==> src/rtl/uart_rx.sv <==
// 8N1 UART receiver: two-flop synchronized line, mid-bit sampling FSM and a
// first-word-fall-through receive FIFO with sticky framing and overrun flags.
module uart_rx #(
    parameter int sys_clk    = 50000000,
    parameter int baud       = 9600,
    parameter int FIFO_DEPTH = 4
) (
    input  logic                          clock,
    input  logic                          Rst,
    input  logic                          RX,
    input  logic                          rd_en,
    input  logic                          err_clr,
    output logic [7:0]                    rd_data,
    output logic [$clog2(FIFO_DEPTH):0]   rx_count,
    output logic                          interrupt,
    output logic                          frame_err,
    output logic                          overrun,
    output logic                          busy
);

    localparam int AW = $clog2(FIFO_DEPTH);
    localparam int CW = AW + 1;
    localparam logic [31:0]   BIT_CNT  = 32'(sys_clk / baud - 1);
    localparam logic [31:0]   HALF     = 32'(sys_clk / (2 * baud) - 1);
    localparam logic [CW-1:0] FULL_CNT = CW'(FIFO_DEPTH);

    typedef enum logic [1:0] {IDLE, START, DATA, STOP} state_t;

    state_t        state;
    logic [31:0]   cnt;
    logic [2:0]    bit_idx;
    logic [7:0]    shreg;
    logic          rx_meta;
    logic          rx_s;

    logic [7:0]    mem [FIFO_DEPTH];
    logic [AW-1:0] wr_ptr;
    logic [AW-1:0] rd_ptr;

    logic          push;
    logic          fe_set;
    logic          full;
    logic          do_pop;
    logic          do_push;
    logic          ovr_set;

    // NOTE: sequential state uses non-blocking assignments so every flop samples pre-edge values.
    always_ff @(posedge clock) begin
        if (Rst) begin
            rx_meta <= 1'b1;
            rx_s    <= 1'b1;
        end else begin
            rx_meta <= RX;
            rx_s    <= rx_meta;
        end
    end

    always_ff @(posedge clock) begin
        if (Rst) begin
            state   <= IDLE;
            cnt     <= '0;
            bit_idx <= '0;
            shreg   <= '0;
        end else begin
            unique case (state)
                IDLE: begin
                    if (!rx_s) begin
                        state <= START;
                        cnt   <= '0;
                    end
                end
                START: begin
                    if (cnt == HALF) begin
                        cnt     <= '0;
                        bit_idx <= '0;
                        state   <= rx_s ? IDLE : DATA;
                    end else begin
                        cnt <= cnt + 32'd1;
                    end
                end
                DATA: begin
                    if (cnt == BIT_CNT) begin
                        shreg   <= {rx_s, shreg[7:1]};
                        cnt     <= '0;
                        bit_idx <= bit_idx + 3'd1;
                        if (bit_idx == 3'd7) state <= STOP;
                    end else begin
                        cnt <= cnt + 32'd1;
                    end
                end
                STOP: begin
                    if (cnt == BIT_CNT) begin
                        cnt   <= '0;
                        state <= IDLE;
                    end else begin
                        cnt <= cnt + 32'd1;
                    end
                end
                default: state <= IDLE;
            endcase
        end
    end

    // Stop-bit sample outcome, decoded from registered state so the FIFO writes on the same edge.
    assign push   = (state == STOP) && (cnt == BIT_CNT) && rx_s;
    assign fe_set = (state == STOP) && (cnt == BIT_CNT) && !rx_s;

    assign full    = (rx_count == FULL_CNT);
    assign do_pop  = rd_en && (rx_count != '0);
    assign do_push = push && (!full || do_pop);
    assign ovr_set = push && full && !rd_en;

    // NOTE: the storage array has no reset; only pointers and count define what is valid.
    always_ff @(posedge clock) begin
        if (do_push) mem[wr_ptr] <= shreg;
    end

    always_ff @(posedge clock) begin
        if (Rst) begin
            wr_ptr   <= '0;
            rd_ptr   <= '0;
            rx_count <= '0;
        end else begin
            if (do_push) wr_ptr <= wr_ptr + AW'(1);
            if (do_pop)  rd_ptr <= rd_ptr + AW'(1);
            unique case ({do_push, do_pop})
                2'b10:   rx_count <= rx_count + CW'(1);
                2'b01:   rx_count <= rx_count - CW'(1);
                default: ;
            endcase
        end
    end

    // Set events win over a simultaneous clear.
    always_ff @(posedge clock) begin
        if (Rst) begin
            frame_err <= 1'b0;
            overrun   <= 1'b0;
        end else begin
            if (fe_set)       frame_err <= 1'b1;
            else if (err_clr) frame_err <= 1'b0;
            if (ovr_set)      overrun   <= 1'b1;
            else if (err_clr) overrun   <= 1'b0;
        end
    end

    assign rd_data   = mem[rd_ptr];
    assign interrupt = (rx_count != '0);
    assign busy      = (state != IDLE);

endmodule

==> config.mk <==
export PLATFORM = sky130hd
export DESIGN_NAME = uart_rx
export DESIGN_NICKNAME = d
export VERILOG_FILES = /design/src/rtl/uart_rx.sv
export SDC_FILE = /design/constraint.sdc
export NUM_CORES = 1
export LEC_CHECK = 0
export CORE_UTILIZATION = 57
export CTS_CLUSTER_SIZE = 10
export DETAILED_ROUTE_END_ITERATION = 8
export HOLD_SLACK_MARGIN = 0.02
export PLACE_DENSITY = 0.78
export SLEW_MARGIN = 0
export SYNTH_ARGS = -nofsm -noshare
export SYNTH_HDL_FRONTEND = slang
export SYNTH_SLANG_ARGS = --single-unit
==> constraint.sdc <==
create_clock -name clock -period 8.8 [get_ports clock]
set_clock_uncertainty 0.2 [all_clocks]
set_input_delay 1.76 -clock clock [delete_from_list [all_inputs] [get_ports clock]]
set_output_delay 1.76 -clock clock [all_outputs]
set_load 0.1 [all_outputs]
# == After elaboration in Yosys (flattened, before gate mapping) ==
# Memories as Yosys holds them, arrays and structs flattened. A register that Yosys moved wholly into a read port is not among the register bits.
# Index checks and enable logic that the tools add are counted.
# op_classes
addsub,6
multipliers,0
n_div,0
n_lt_le_gt_ge,0
n_eq_ne,14
shifts,0
muxes,22
bitwise,0
reduce_logical,22
# op_table
op,n
2-to-1 mux 32 bit,3
one-hot mux 32 bit (3 select lines),1
adder 32 x 1 -> 32 bit (second input constant),1
equality test 32 x 12 -> 1 bit (second input constant),1
equality test 32 x 13 -> 1 bit (second input constant),1
2-to-1 mux 2 bit,8
one-hot mux 3 bit (2 select lines),2
!= test 2 bit (second input constant),5
nonzero test 2 bit,5
one-hot mux 2 bit (4 select lines),1
logical AND 1 bit,7
adder 3 x 1 -> 3 bit (second input constant),2
equality test 2 bit (second input constant),3
equality test 3 bit (second input constant),2
2-to-1 mux 3 bit,2
2-to-1 mux 1 bit,5
AND reduction 5 bit,1
adder 2 x 1 -> 2 bit (second input constant),2
equality test 2 x 1 -> 1 bit (second input constant),2
logical NOT 1 bit,3
AND reduction 3 bit,1
nonzero test 3 bit,1
subtractor 3 x 1 -> 3 bit (second input constant),1
logical NOT 2 bit,1
3 further kinds,3
# word_totals
ff_bits,56
latchBits,0
ram_bits,32
romBits,0
inputBits,5
wordCells,76
mem_count,1
# memory_table
memory,depth,width,read_ports,rd_clocked_by_memory_dff,write_ports,line,source
mem,4,8,1,1,1,36,logic [7:0] mem [FIFO_DEPTH];

# == Depth between registers and ports, before layout ==
# depth
word_depth,6
depth_mapped,10
mapped_depth_nobuf,10

# == Worst setup path before layout ==
# No wires, ideal clock.
# synth_timing
path_kind,reg2out
from,reg rx_count[0]
to,out interrupt
t_arrival_ns,1.827
required_ns,6.840
slack_ns,5.013
path_stages_with_launch,2
path_cell_list,dfxtp_1 -> or3_1
# synth_between
elab_chain_len,1
# synth_rtl
element,line,source
start: declaration,14,"output logic [$clog2(FIFO_DEPTH):0] rx_count,"
start signal: assignment,127,2'b10: rx_count <= rx_count + CW'(1);
start signal: assignment,128,2'b01: rx_count <= rx_count - CW'(1);
nonzero test 3 bit,148,assign interrupt = (rx_count != '0);
end: declaration,15,"output logic interrupt,"
# Every way passes these cells.

==> results.toml <==
[yosys]
ys_seq_area_frac = 0.510
synth_edf_count = 32
post-synth-top-count-cell = "dfxtp_1"
synth_area_leader_cell = "dfxtp_1"
syn_nets = 421
avgSynthCellArea_sq_um = 10.2
yosysUniqueCellTypes = 50
ys_seq_elements = 90
synth_warnings = 0
synthArstFlopShare = 0
synth_area_sq_mm = 0.00416
postSynthCellCount = 408
synthTopCellsByArea = "dfxtp_1 (28%), edfxtp_1 (23%), mux4_2 (4.3%)"
synth_common_cells = "dfxtp_1 (58), nor2_1 (44), nand2_1 (38)"
synth_top_area_share = 0.279
synthFlopType = "dfxtp_1"

[die]
initial_core_util = 0.602
chipWidth_um = 87.4
die_area_sq_mm = 0.00764
ios = 20
coreArea_sq_mm = 0.00691
die_h_um = 87.4
fp-row-count = 30

[drt]
num_vias = 3084
drc = 0
avgRoutedWirePerCell_um = 15.2
first_pass_iters = 4
drtIter0Drc = 122
ant_nets = 0
drt_wl_total_um = 7930
via_per_inst = 5.90

[run]
maxCapViolCount = 0

[critical_path]
crit_arrival_ps = 2540
critPathLaunchType = "flip-flop"
r2r_cells = 10
crit_type = "flip-flop to output port"
r2r_setup_slack_ps = 5560
timing.rr.start = "cnt[0]"
timing.rr.end = "rx_count[2]"
required_ps = 6840
critPathMaxFanout = 8
end_kind = "output port"

[power]
switching_share = 0.357
p_int_mw = 0.652
peakVddDrop_mv = 0.113
leakage_nw = 1.54
p_clk_frac = 0.286
power_mw = 1.01
combPwrFrac = 0.263
power.density_mw_per_mm2 = 219
p_seq_frac = 0.450
switching_power_mw = 0.362

[finish]
drive_above_1_share = 0.0960
nNetsFinal = 435
antennaDiodeCount = 0
utilization = 0.670
area_growth_pct = 11.2
stdcell_count = 523

[clock_network]
tritoncts = "done"
insertion_delay_ps = 350
post_cts_buffers = 0
hold_buffers = 0
cts_buffers = 9
ctsResizeCount = 0
cts.sinks = 90
cts.clk_slew.worst_paths_ps = 90
cts_root_buf = "clkbuf_8"
clockBufferDepth = 2
htreeDepth = 3

[sta]
relSlewSlack = 0.351
tightestPinTransition_ps = 970
fin_crit_sh = 0.511
period_needed_ps = 4500
slew_viol_final = 0
rsz0062_at_grt = "false"
finalHoldWorstSlack_ps = 217
setup_tns_ps = 0
setup_violations = 0
fmax_ghz = 0.222
hold_violations = 0

[placed_design]
post-dp-hpwl_um = 5400
place.gp.congestion = 0.798
dp.cells = 507
port_buffers = 19

[global_route]
grt_overflow = 0
grt_antenna_before_repair = 0
grt_pass1_wl_um = 13300
grt_pass1_vias = 2900
grt_max_degree = 44
grt_usage = 0.225

[worst_hold_path]
min-delay-start = "rx_meta"
min_to = "rx_s"
min_delay_path_depth = 1
hp-class = "flip-flop to flip-flop"

[outcome]
status = "finished, final reports clean"
==> worst max path at each step <==
stage | from | to | slack, ps | cells past startpoint
2_1_floorplan | rx_count[0] | interrupt | 5010 | 1
4_1_cts | flip-flop | rd_data[3] | 4250 | 2
5_1_grt | flip-flop | rd_data[5] | 4170 | 2
3_3_place_gp | flip-flop | rd_data[2] | 4660 | 2
6_report | flip-flop | rd_data[3] | 4300 | 2
3_5_place_dp | flip-flop | rd_data[3] | 4640 | 2
==> cells in the final DEF (no fill, tap or decap), types with 3 or more instances in the layout <==
master,instances
dfxtp_1,58
nor2_1,44
nand2_1,38
edfxtp_1,32
a21oi_1,21
nand3_1,20
a31oi_1,19
clkdlybuf4s50_1,19
inv_1,12
or3_1,11
mux2i_1,11
clkbuf_8,9
nor3_1,8
mux4_2,8
and2_1,8
o21ai_0,7
ha_1,7
nand4_1,6
a22o_1,6
a21o_1,6
or2_2,5
nor4_1,5
nand3b_1,5
or4_1,5
and3_1,5
and4_1,4
o31ai_1,4
buf_4,4
xnor2_1,3
a22oi_1,3
clkinv_4,3
==> critical path, cell delays in order, from the launching register on <==
cell and delay [ps]:
dfxtp_1 640, mux4_2 570, clkdlybuf4s50_1 980
==> layout make-up <==
| cell class | instances | area (sq um) |
|---|---|---|
| clock buffers | 9 | 124 |
| repair buffers | 23 | 220 |
| flip-flops and latches | 90 | 2120 |
| clock inverters | 7 | 88.8 |
| well taps | 96 | 120 |
| inverters | 12 | 45.0 |
| multi-input cells | 286 | 1910 |
| fillers | 560 | 2280 |
==> power by group through the flow <==
stage	sequential, mW	combinational, mW	clock, mW
after floorplan	0.499	0.183	0
after global placement	0.466	0.266	0
after detailed placement	0.467	0.266	0
after CTS	0.457	0.268	0.294
after global routing	0.460	0.279	0.309
final	0.457	0.267	0.290
==> cell families after synthesis <==
kind of cell | after synthesis | share of synthesized area
and+or+nand+nor | 178 | 0.229
DFF | 90 | 0.510
AOI/OAI and AO/OA | 75 | 0.118
buffers and inverters | 32 | 0.0325
muxes | 21 | 0.0761
adders and majority gates | 8 | 0.0259
xor gates and xnor gates | 4 | 0.00843
==> registers in the layout (all words and copies together) (netlist names), named ones only <==
register / count
cnt: 32
mem: 32
shreg: 8
bit_idx: 3
rx_count: 3
rd_ptr: 2
wr_ptr: 2
frame_err: 1
overrun: 1
rx_meta: 1
rx_s: 1
state: 1
==> routing by layer <==
metal  track usage  wire length [um]  vias to the layer above
met5             0                 0                        -
met4        0.0820               114                        0
li1              -                 -                     1530
met1         0.274              3540                     1495
met3        0.0341               216                       11
met2         0.403              4060                       48
==> through the flow <==
step                setup WS, ps  instance area (sq um)
global route                4170                   4630
finish                      4300                   4630
global placement            4660                   4410
floorplan                   5010                   4160
CTS                         4250                   4630
detailed placement          4640                   4410
Power figures use the tool's default switching activity.
